`config.mk`:
```
export PLATFORM = sky130hd
export DESIGN_NAME = vram_addr_gen
export DESIGN_NICKNAME = d
export VERILOG_FILES = /design/src/rtl/vram_addr_gen.sv
export SDC_FILE = /design/constraint.sdc
export NUM_CORES = 1
export LEC_CHECK = 0
export ABC_AREA = 1
export ABC_CLOCK_PERIOD_IN_PS = 1600
export BUFFER_PORTS_ARGS = -buffer_cell sky130_fd_sc_hd__buf_2
export CORE_MARGIN = 2
export CORE_UTILIZATION = 41
export CTS_CLUSTER_SIZE = 14
export DETAILED_ROUTE_END_ITERATION = 16
export PLACE_DENSITY = 0.73
export SLEW_MARGIN = 5
export SYNTH_ARGS = -nofsm -noshare
export SYNTH_HDL_FRONTEND = slang
export SYNTH_SLANG_ARGS = --single-unit
```
`constraint.sdc`:
```
create_clock -name clk -period 1.6 [get_ports clk]
set_clock_uncertainty 0.05 [all_clocks]
set_input_delay 0.32 -clock clk [delete_from_list [all_inputs] [get_ports clk]]
set_output_delay 0.32 -clock clk [all_outputs]
set_load 0.005 [all_outputs]
```
`src/rtl/vram_addr_gen.sv`:
```
// PPU background fetch responder: owns the v/t scroll registers, drives the
// 14-bit PPU bus address, and serves CPU CTRL/SCROLL/ADDR/DATA traffic.
module vram_addr_gen #(
   parameter int unsigned ADDR_W    = 14,
   parameter logic [13:0] NT_BASE   = 14'h2000,
   parameter logic [9:0]  AT_OFFSET = 10'h3C0
) (
   input  logic              clk,
   input  logic              rst_n,
   input  logic              rend,
   input  logic              fetch_nt,
   input  logic              fetch_attr,
   input  logic              fetch_chr,
   input  logic [12:0]       pattern_idx,
   input  logic              inc_cx,
   input  logic              inc_y,
   input  logic              return00,
   input  logic              reg_wr,
   input  logic              reg_rd,
   input  logic [2:0]        reg_addr,
   input  logic [7:0]        reg_din,
   input  logic [7:0]        vram_din,
   output logic [ADDR_W-1:0] vram_addr,
   output logic              vram_rd,
   output logic              vram_wr,
   output logic [7:0]        vram_dout,
   output logic [7:0]        data_o,
   output logic [1:0]        attr_o,
   output logic [2:0]        fine_x,
   output logic [7:0]        ppudata_o
);

   localparam logic [2:0] REG_CTRL   = 3'd0;
   localparam logic [2:0] REG_STATUS = 3'd2;
   localparam logic [2:0] REG_SCROLL = 3'd5;
   localparam logic [2:0] REG_ADDR   = 3'd6;
   localparam logic [2:0] REG_DATA   = 3'd7;

   logic [14:0] v_q, v_d, t_q, t_d;
   logic [2:0]  fine_x_q, fine_x_d;
   logic        w_q, w_d;
   logic        inc32_q, inc32_d;
   logic [7:0]  rd_buf_q, rd_buf_d;
   logic        rd_pend_q, rd_pend_d;
   logic [1:0]  qsel_q, qsel_d;
   logic        hcopy_q, hcopy_d;

   logic        fetch_any_s;
   logic        data_wr_s, data_rd_s, data_acc_s;
   logic        bus_wr_s, bus_rd_s;
   logic        cpu_inc_s, ren_data_s;
   logic        addr_load_s;
   logic [14:0] v_cx_s, v_y_s, v_hc_s, v_ren_s;

   // Coarse X wraps 31 -> 0 and flips the horizontal nametable bit.
   function automatic logic [14:0] incr_cx(input logic [14:0] v);
      logic [14:0] r;
      r = v;
      if (v[4:0] == 5'd31) begin
         r[4:0] = 5'd0;
         r[10]  = ~v[10];
      end else begin
         r[4:0] = v[4:0] + 5'd1;
      end
      return r;
   endfunction

   // Row 29 is the last tile row; 30/31 are attribute rows that wrap without a nametable flip.
   function automatic logic [14:0] incr_y(input logic [14:0] v);
      logic [14:0] r;
      r = v;
      if (v[14:12] != 3'd7) begin
         r[14:12] = v[14:12] + 3'd1;
      end else begin
         r[14:12] = 3'd0;
         case (v[9:5])
            5'd29: begin
               r[9:5] = 5'd0;
               r[11]  = ~v[11];
            end
            5'd31:   r[9:5] = 5'd0;
            default: r[9:5] = v[9:5] + 5'd1;
         endcase
      end
      return r;
   endfunction

   assign fetch_any_s = fetch_nt | fetch_attr | fetch_chr;
   assign data_wr_s   = reg_wr && (reg_addr == REG_DATA);
   assign data_rd_s   = reg_rd && !reg_wr && (reg_addr == REG_DATA);
   assign data_acc_s  = data_wr_s | data_rd_s;
   assign bus_wr_s    = data_wr_s && !rend && !fetch_any_s;
   assign bus_rd_s    = data_rd_s && !rend && !fetch_any_s;
   assign cpu_inc_s   = data_acc_s && !rend && !fetch_any_s;
   assign ren_data_s  = data_acc_s && rend;

   assign v_cx_s  = (inc_cx || ren_data_s) ? incr_cx(v_q) : v_q;
   assign v_y_s   = (inc_y || ren_data_s) ? incr_y(v_cx_s) : v_cx_s;
   assign v_hc_s  = hcopy_q ? {v_y_s[14:11], t_q[10], v_y_s[9:5], t_q[4:0]} : v_y_s;
   assign v_ren_s = (return00 && rend) ? {t_q[14:11], v_hc_s[10], t_q[9:5], v_hc_s[4:0]} : v_hc_s;

   // CPU register writes into t/fine_x/w, and next value of v.
   always_comb begin
      t_d         = t_q;
      w_d         = w_q;
      fine_x_d    = fine_x_q;
      inc32_d     = inc32_q;
      addr_load_s = 1'b0;
      if (reg_wr) begin
         case (reg_addr)
            REG_CTRL: begin
               t_d[11:10] = reg_din[1:0];
               inc32_d    = reg_din[2];
            end
            REG_SCROLL: begin
               if (!w_q) begin
                  t_d[4:0] = reg_din[7:3];
                  fine_x_d = reg_din[2:0];
                  w_d      = 1'b1;
               end else begin
                  t_d[14:12] = reg_din[2:0];
                  t_d[9:5]   = reg_din[7:3];
                  w_d        = 1'b0;
               end
            end
            REG_ADDR: begin
               if (!w_q) begin
                  t_d[13:8] = reg_din[5:0];
                  t_d[14]   = 1'b0;
                  w_d       = 1'b1;
               end else begin
                  t_d[7:0]    = reg_din;
                  addr_load_s = 1'b1;
                  w_d         = 1'b0;
               end
            end
            default: begin
               t_d = t_q;
            end
         endcase
      end else if (reg_rd && (reg_addr == REG_STATUS)) begin
         w_d = 1'b0;
      end else begin
         w_d = w_q;
      end

      if (addr_load_s) begin
         v_d = t_d;
      end else if (cpu_inc_s) begin
         v_d = v_q + (inc32_q ? 15'd32 : 15'd1);
      end else begin
         v_d = v_ren_s;
      end
   end

   // Side registers: read buffer pipeline, attribute quadrant, pending horizontal copy.
   always_comb begin
      rd_pend_d = bus_rd_s;
      hcopy_d   = inc_y;
      if (rd_pend_q) begin
         rd_buf_d = vram_din;
      end else begin
         rd_buf_d = rd_buf_q;
      end
      if (fetch_attr) begin
         qsel_d = {v_q[6], v_q[1]};
      end else begin
         qsel_d = qsel_q;
      end
   end

   // State registers.
   always_ff @(posedge clk or negedge rst_n) begin
      if (!rst_n) begin
         v_q       <= 15'd0;
         t_q       <= 15'd0;
         fine_x_q  <= 3'd0;
         w_q       <= 1'b0;
         inc32_q   <= 1'b0;
         rd_buf_q  <= 8'd0;
         rd_pend_q <= 1'b0;
         qsel_q    <= 2'd0;
         hcopy_q   <= 1'b0;
      end else begin
         v_q       <= v_d;
         t_q       <= t_d;
         fine_x_q  <= fine_x_d;
         w_q       <= w_d;
         inc32_q   <= inc32_d;
         rd_buf_q  <= rd_buf_d;
         rd_pend_q <= rd_pend_d;
         qsel_q    <= qsel_d;
         hcopy_q   <= hcopy_d;
      end
   end

   // Bus address mux: pattern fetch outranks attribute, attribute outranks nametable.
   always_comb begin
      if (fetch_chr) begin
         vram_addr = {1'b0, pattern_idx};
      end else if (fetch_attr) begin
         vram_addr = NT_BASE | {2'b00, v_q[11:10], AT_OFFSET} | {8'h00, v_q[9:7], v_q[4:2]};
      end else if (fetch_nt) begin
         vram_addr = NT_BASE | {2'b00, v_q[11:0]};
      end else begin
         vram_addr = v_q[13:0];
      end
   end

   // Attribute byte holds four 2-bit quadrants; pick the one latched at the attr fetch.
   always_comb begin
      case (qsel_q)
         2'd0:    attr_o = vram_din[1:0];
         2'd1:    attr_o = vram_din[3:2];
         2'd2:    attr_o = vram_din[5:4];
         default: attr_o = vram_din[7:6];
      endcase
   end

   assign vram_rd   = fetch_any_s | bus_rd_s;
   assign vram_wr   = bus_wr_s;
   assign vram_dout = bus_wr_s ? reg_din : 8'h00;
   assign data_o    = vram_din;
   assign fine_x    = fine_x_q;
   assign ppudata_o = rd_buf_q;

endmodule

```
==> results of run 1 <==
-- final timing paths --
check                           startpoint        end  slack, ns  cells after the start
worst max-delay path                v_q[5]    v_q[13]      -0.15                     11
worst min-delay path                 inc_y    hcopy_q       0.11                      1
worst max register to register      v_q[5]    v_q[13]      -0.15                     11
worst min register to register   fine_x[0]  fine_x[0]       0.45                      2
max in group asynchronous            rst_n     v_q[1]       0.78                      3
min in group asynchronous            rst_n     v_q[9]       0.47                      3
-- routing by layer --
layer | GRT usage, % | routed length [um] | vias to the layer above
met4 | 7.692 | 325 | 0
li1 | - | - | 2321
met1 | 33.78 | 5976 | 2136
met3 | 2.899 | 842 | 31
met5 | 0 | 0 | -
met2 | 46.56 | 6299 | 237
-- cells by family (layout without fill, tap and decap cells) --
group           after synthesis  after routing
buf+inv                      98            258
flops                        47             47
compound gates               69             69
fa+ha+maj                    10             10
mux                           8              8
simple gates                389            389
xor+xnor                      4              4
-- power groups by stage --
stage | sequential [mW] | combinational (mW) | clock (mW)
floorplan | 1.79 | 1.68 | 0
finish | 1.97 | 3.32 | 0.812
global route | 2.02 | 3.71 | 0.895
CTS | 1.90 | 2.92 | 0.845
global placement | 1.90 | 2.69 | 0
detailed placement | 1.91 | 2.73 | 0
-- cell type report --
type	instances	share of cell area [%]
Timing Repair Buffer	180	21.92
Clock buffer	5	1.252
Timing Repair inverter	1	0.09103
Sequential cell	47	21.69
Multi-Input combinational cell	480	47.16
Inverter	69	4.870
Clock inverter	3	0.5007
Tap cell	111	2.526
-- repair_timing --
action                                  CTS  global route
gates cloned                              0             1
endpoints found under the setup margin   31            36
endpoints found under the hold margin    47             0
pin swaps                                18            51
setup buffers                             7             9
resized for setup                        33            82
hold buffers                              1             0
-- sequential cells by signal, indices dropped and copies added, names as in the netlist --
signal     cells
fine_x         3
hcopy_q        1
inc32_q        1
ppudata_o      8
qsel_q         2
rd_pend_q      1
t_q           15
v_q           15
w_q            1
-- Yosys cell counts (all sizes together) --
library cell and number:
mux2 8, inv 69, buf 20, clkbuf 9, o22ai 3, nor3 1
a31oi 1, o21a 2, o211ai 2, nand2 219, xnor2 1, nand4 16
o21bai 1, ha 10, nor2 77, dfrtp 47, a21oi 33, nand3 75
xor2 3, or2 1, o21ai 27
-- worst max-delay path, delay by kind of cell, from the launching register on --
kind	cells	cell delay [ns]
flip-flops	1	0.49
adder cells (fa/ha/maj)	1	0.31
AND/OR/NAND/NOR	10	0.84
-- stage by stage --
step,setup slack [ns],setup TNS (ns),power [mW],hold WS (ns)
after floorplan,-0.01422,-0.01799,3.472,-0.02559
after global placement,-0.2658,-2.806,4.588,0.2814
after detailed placement,-0.2934,-3.318,4.639,0.2811
after CTS,-0.1251,-0.7723,5.668,0.08926
after global routing,-0.2849,-2.732,6.634,0.08883
final,-0.1531,-1.025,6.111,0.1081
==> run_results.csv, run 1 <==
group,metric,value,unit
timing,rsz0062_at_grt,"true",
power,p_switching,2.719,mW
critical_path,worst_setup_path_start_kind,"flop",
outcome,status,"finished, violations left",
final_layout,utilization,59.78,%
detailed_routing,vias,4725,
final_layout,layout_common_cells,"nand2_1 (195), buf_4 (84), buf_2 (83), nand3_1 (65), nor2_1 (61)",
clock_network,cts_made_buffers,5,
grt,grt_max_degree,48,
place,dpl_cell_area,4911,sq um
critical_path,crit_chain,"ha_4, nand2_4, nor2_4, nand2_2, nand2_2, nand3_2, nand2_2, nand3_2, nand2_1, nand2_1, nand2_1",
grt,grt_overflow,0,
final_layout,layout_commonest_cell,"nand2_1",
critical_path,cp.required,1.81,ns
logic_synthesis,synth_area_leaders,"dfrtp_1 (30%), nand2_1 (21%), nand3_1 (9.6%)",
timing,hold_violations,0,
detailed_routing,wl_per_cell,15.00,um
clock_network,clk_pin_slew,0.10,ns
clock_network,clock_sink_count,47,
logic_synthesis,synth_adder_area_share,3.228,%
floorplanning,boundaryPins,88,
critical_path,crit_fanout,4,
hold_path,hp-class,"in -> reg",
power,p_int,3.392,mW
logic_synthesis,synthMuxAreaShare,2.324,%
logic_synthesis,synth_xor_xnor_area_share,0.9038,%
logic_synthesis,synth_top_area_cell,"dfrtp_1",
detailed_routing,routed_wl,13.44,mm
timing,period_minus_slack,1.753,ns
detailed_routing,antenna_left,0,
logic_synthesis,yosys.area.top_type_share,30.34,%
detailed_routing,via_per_inst,5.273,
place,numPlacedInstances,873,
logic_synthesis,syn_nets,678,
critical_path,crit_arrival,1.96,ns
timing,max_slew.worst_pin.slew,0.5602,ns
power,power_density,1112,nW/um^2
clock_network,clock_latency,0.31,ns
place,dp_hpwl,10.12,mm
grt,grt_pass1_vias,4537,
power,sw_frac_of_total,44.50,%
timing,slew_headroom,62.61,%
floorplanning,rows,35,
place,io_buffers,87,
critical_path,endpoint_kind,"flop",
critical_path,worstSetupPathType,"reg -> reg",
final_layout,fill_cells,824,
floorplanning,die_area,10250,sq um
grt,grt_usage,26.29,%
place,place_congestion,0.9601,
floorplanning,core,9196,sq um
timing,fin_ws,-0.1531,ns
logic_synthesis,synth_area_per_cell,6.202,sq um
final_layout,multi_input_area,2592,sq um
final_layout,drive_above_1_share,38.09,%
logic_synthesis,synth_compound_area_share,9.555,%
power,p_seq_share,32.3,%
final_layout,final_cells,896,
timing,maxSlewViolCount,0,
clock_network,cts_max_level,2,
logic_synthesis,synth_area,3876,sq um
outcome,violations,"negative setup slack",
detailed_routing,drc,0,
floorplanning,floorplan.initialDensity,42.15,%
logic_synthesis,synth_cell_types,31,
power,power_leakage,2.951,nW
clock_network,root_buffer,"clkbuf_8",
power,combinationalPowerShare,54.4,%
critical_path,max_stage_delay,0.49,ns
clock_network,cts.path.max_buffers,2,
timing,fin_crit_sh,109.6,%
floorplanning,die_h,101.2,um
job,maxCapViolCount,0,
clock_network,cts_tree,"built",
final_layout,areaGrowthSynthToFinish,41.83,%
logic_synthesis,synth-simple-area-share,42.70,%
grt,grt_pass1_wl,21.40,mm
logic_synthesis,netlist_instances,625,
logic_synthesis,synth_top_family_by_area,"simple AND/OR/NAND/NOR gates",
final_layout,antenna_cells,0,
final_layout,postLayoutCellArea,5498,sq um
detailed_routing,drt_iter0_drc,312,
logic_synthesis,ys_seq_elements,47,
timing,max_freq,570.4,MHz
grt,antenna_found_initial,0,
timing,setup_viol,13,
logic_synthesis,ys_warn_count,0,
detailed_routing,dr.pass1.iters,5,
logic_synthesis,seq_area_frac_synth,30.34,%
floorplanning,die_w,101.2,um
final_layout,regArea,1192,sq um
power,power_frac_clock,13.3,%
power,vdd_drop_max,0.4027,mV
critical_path,cp_slowest_cell,"dfrtp_2",
final_layout,layout.nets,837,
(Power assumes the default switching activity.)
==> run 2, diff against run 1 <==
--- a/config.mk
+++ b/config.mk
@@ -10,9 +10,9 @@
 export BUFFER_PORTS_ARGS = -buffer_cell sky130_fd_sc_hd__buf_2
 export CORE_MARGIN = 2
 export CORE_UTILIZATION = 41
-export CTS_CLUSTER_SIZE = 14
 export DETAILED_ROUTE_END_ITERATION = 16
 export PLACE_DENSITY = 0.73
+export SKIP_CTS_REPAIR_TIMING = 1
 export SLEW_MARGIN = 5
 export SYNTH_ARGS = -nofsm -noshare
 export SYNTH_HDL_FRONTEND = slang
==> run 2 against run 1 <==
Net effect:
- the flow still finishes with violations (negative setup slack)
- total power down 1.1%
- flip-flop and latch count unchanged
- combinational power down 2%
- core utilization down 0.69 points
- largest cell class unchanged
- highest routed layer unchanged
==> run_results.csv, run 2 (same netlist as run 1, synthesis figures left out) <==
group,metric,value,unit
outcome,status,"finished, violations left",
outcome,violations,"negative setup slack",
floorplanning,die_area,10250,sq um
detailed_routing,antenna_left,0,
place,dpl_cell_area,4911,sq um
place,dp_hpwl,10.12,mm
floorplanning,boundaryPins,88,
floorplanning,core,9196,sq um
critical_path,cp_slowest_cell,"dfrtp_2",
timing,maxSlewViolCount,0,
clock_network,clock_latency,0.31,ns
power,power_leakage,2.939,nW
place,place_congestion,0.9601,
grt,grt_pass1_wl,20.91,mm
final_layout,regArea,1191,sq um
critical_path,crit_chain,"buf_4, a21oi_1, a21oi_1, buf_2",
power,vdd_drop_max,0.4024,mV
critical_path,max_stage_delay,0.44,ns
detailed_routing,via_per_inst,5.308,
timing,hold_ws,0.1061,ns
final_layout,layout_commonest_cell,"nand2_1",
final_layout,postLayoutCellArea,5434,sq um
hold_path,hp-class,"in -> reg",
grt,antenna_found_initial,0,
critical_path,crit_fanout,4,
final_layout,drive_above_1_share,36.06,%
timing,period_minus_slack,1.748,ns
timing,rsz0062_at_grt,"true",
critical_path,worst_setup_path_start_kind,"flop",
clock_network,cts_tree,"built",
critical_path,crit_family,"flip-flops",
detailed_routing,wl_per_cell,15.12,um
place,numPlacedInstances,873,
detailed_routing,drt_iter0_drc,277,
critical_path,cp_common_cell,"a21oi_1",
grt,grt_pass1_vias,4469,
grt,grt_max_degree,48,
clock_network,cts.path.max_buffers,2,
final_layout,utilization,59.09,%
timing,fin_crit_sh,109.2,%
clock_network,clock_sink_count,47,
detailed_routing,routed_wl,13.50,mm
final_layout,fill_cells,833,
grt,grt_overflow,0,
critical_path,cp.buffers_inverters,2,
power,power,6.047,mW
final_layout,antenna_cells,0,
floorplanning,floorplan.initialDensity,42.15,%
critical_path,cp.required,1.23,ns
timing,fin_tns_setup,-1.181,ns
timing,hold_violations,0,
floorplanning,rows,35,
clock_network,root_buffer,"clkbuf_8",
timing,fin_ws,-0.1478,ns
clock_network,cts_max_level,2,
final_layout,layout.nets,834,
timing,max_freq,572.1,MHz
job,maxCapViolCount,0,
place,post-place-ws,-0.2934,ns
final_layout,multi_input_area,2561,sq um
timing,slew_headroom,75.30,%
clock_network,clk_pin_slew,0.10,ns
critical_path,reg2reg_slack,-0.11,ns
final_layout,layout_common_cells,"nand2_1 (202), buf_2 (84), buf_4 (83), nand3_1 (65), nor2_1 (62)",
detailed_routing,vias,4740,
final_layout,final_cells,893,
critical_path,crit_arrival,1.38,ns
timing,setup_viol,21,
clock_network,cts_made_buffers,5,
power,power_density,1113,nW/um^2
detailed_routing,dr.pass1.iters,4,
floorplanning,die_w,101.2,um
grt,grt_usage,25.69,%
floorplanning,die_h,101.2,um
final_layout,areaGrowthSynthToFinish,40.19,%
place,io_buffers,87,
timing,max_slew.worst_pin.slew,0.3704,ns
detailed_routing,drc,0,
critical_path,endpoint_kind,"output pin",
critical_path,worstSetupPathType,"reg -> out",
## run 2: cell count changes in the layout (fill, tap and decap cells not counted), moves of 2 or more
cell / before / now
inv_2: 14 / 12
nand2_2: 18 / 13
ha_4: 5 / 7
buf_6: 9 / 6
ha_2: 3 / 0
nand2_1: 195 / 202
nand2_4: 6 / 4
inv_1: 52 / 54
## run 2: worst register-to-register path, cell delays in order (launching register included)
cell and delay [ns]:
dfrtp_1 0.44, inv_2 0.09, ha_4 0.14, inv_1 0.04
nor2_1 0.12, buf_4 0.18, nand3_1 0.10, nand2_1 0.10
nand3_1 0.09, nand3_2 0.10, nand2_1 0.06, nand2_1 0.06
nand2_1 0.05
## run 2: area by class of cell
type / instances / share of cell area (%)
Inverter: 69 / 4.927
Tap cell: 111 / 2.556
Sequential cell: 47 / 21.92
Clock buffer: 5 / 1.266
Clock inverter: 3 / 0.5066
Timing Repair inverter: 1 / 0.09210
Multi-Input combinational cell: 480 / 47.13
Timing Repair Buffer: 177 / 21.60
## run 2: power breakdown
part	internal, mW	switching, mW	leakage (nW)
logic	1.48	1.76	2.31
registers	1.55	0.446	0.587
clock network	0.325	0.492	0.0467
## run 2: path summary, 6_finish.rpt
kind	start	end	depth (start not counted)
worst max-delay path	v_q[4]	vram_addr[2]	4
worst min-delay path	inc_y	hcopy_q	1
worst max register to register	inc32_q	v_q[13]	12
worst min register to register	fine_x[0]	fine_x[0]	2
max in group asynchronous	rst_n	v_q[6]	3
min in group asynchronous	rst_n	ppudata_o[2]	3
## run 2: layer usage
metal  share of wire (%)  track usage, %
met1                  44           33.56
met2                  47           44.93
met3                 6.8           2.553
met4                 2.3           7.692
met5                   0               0
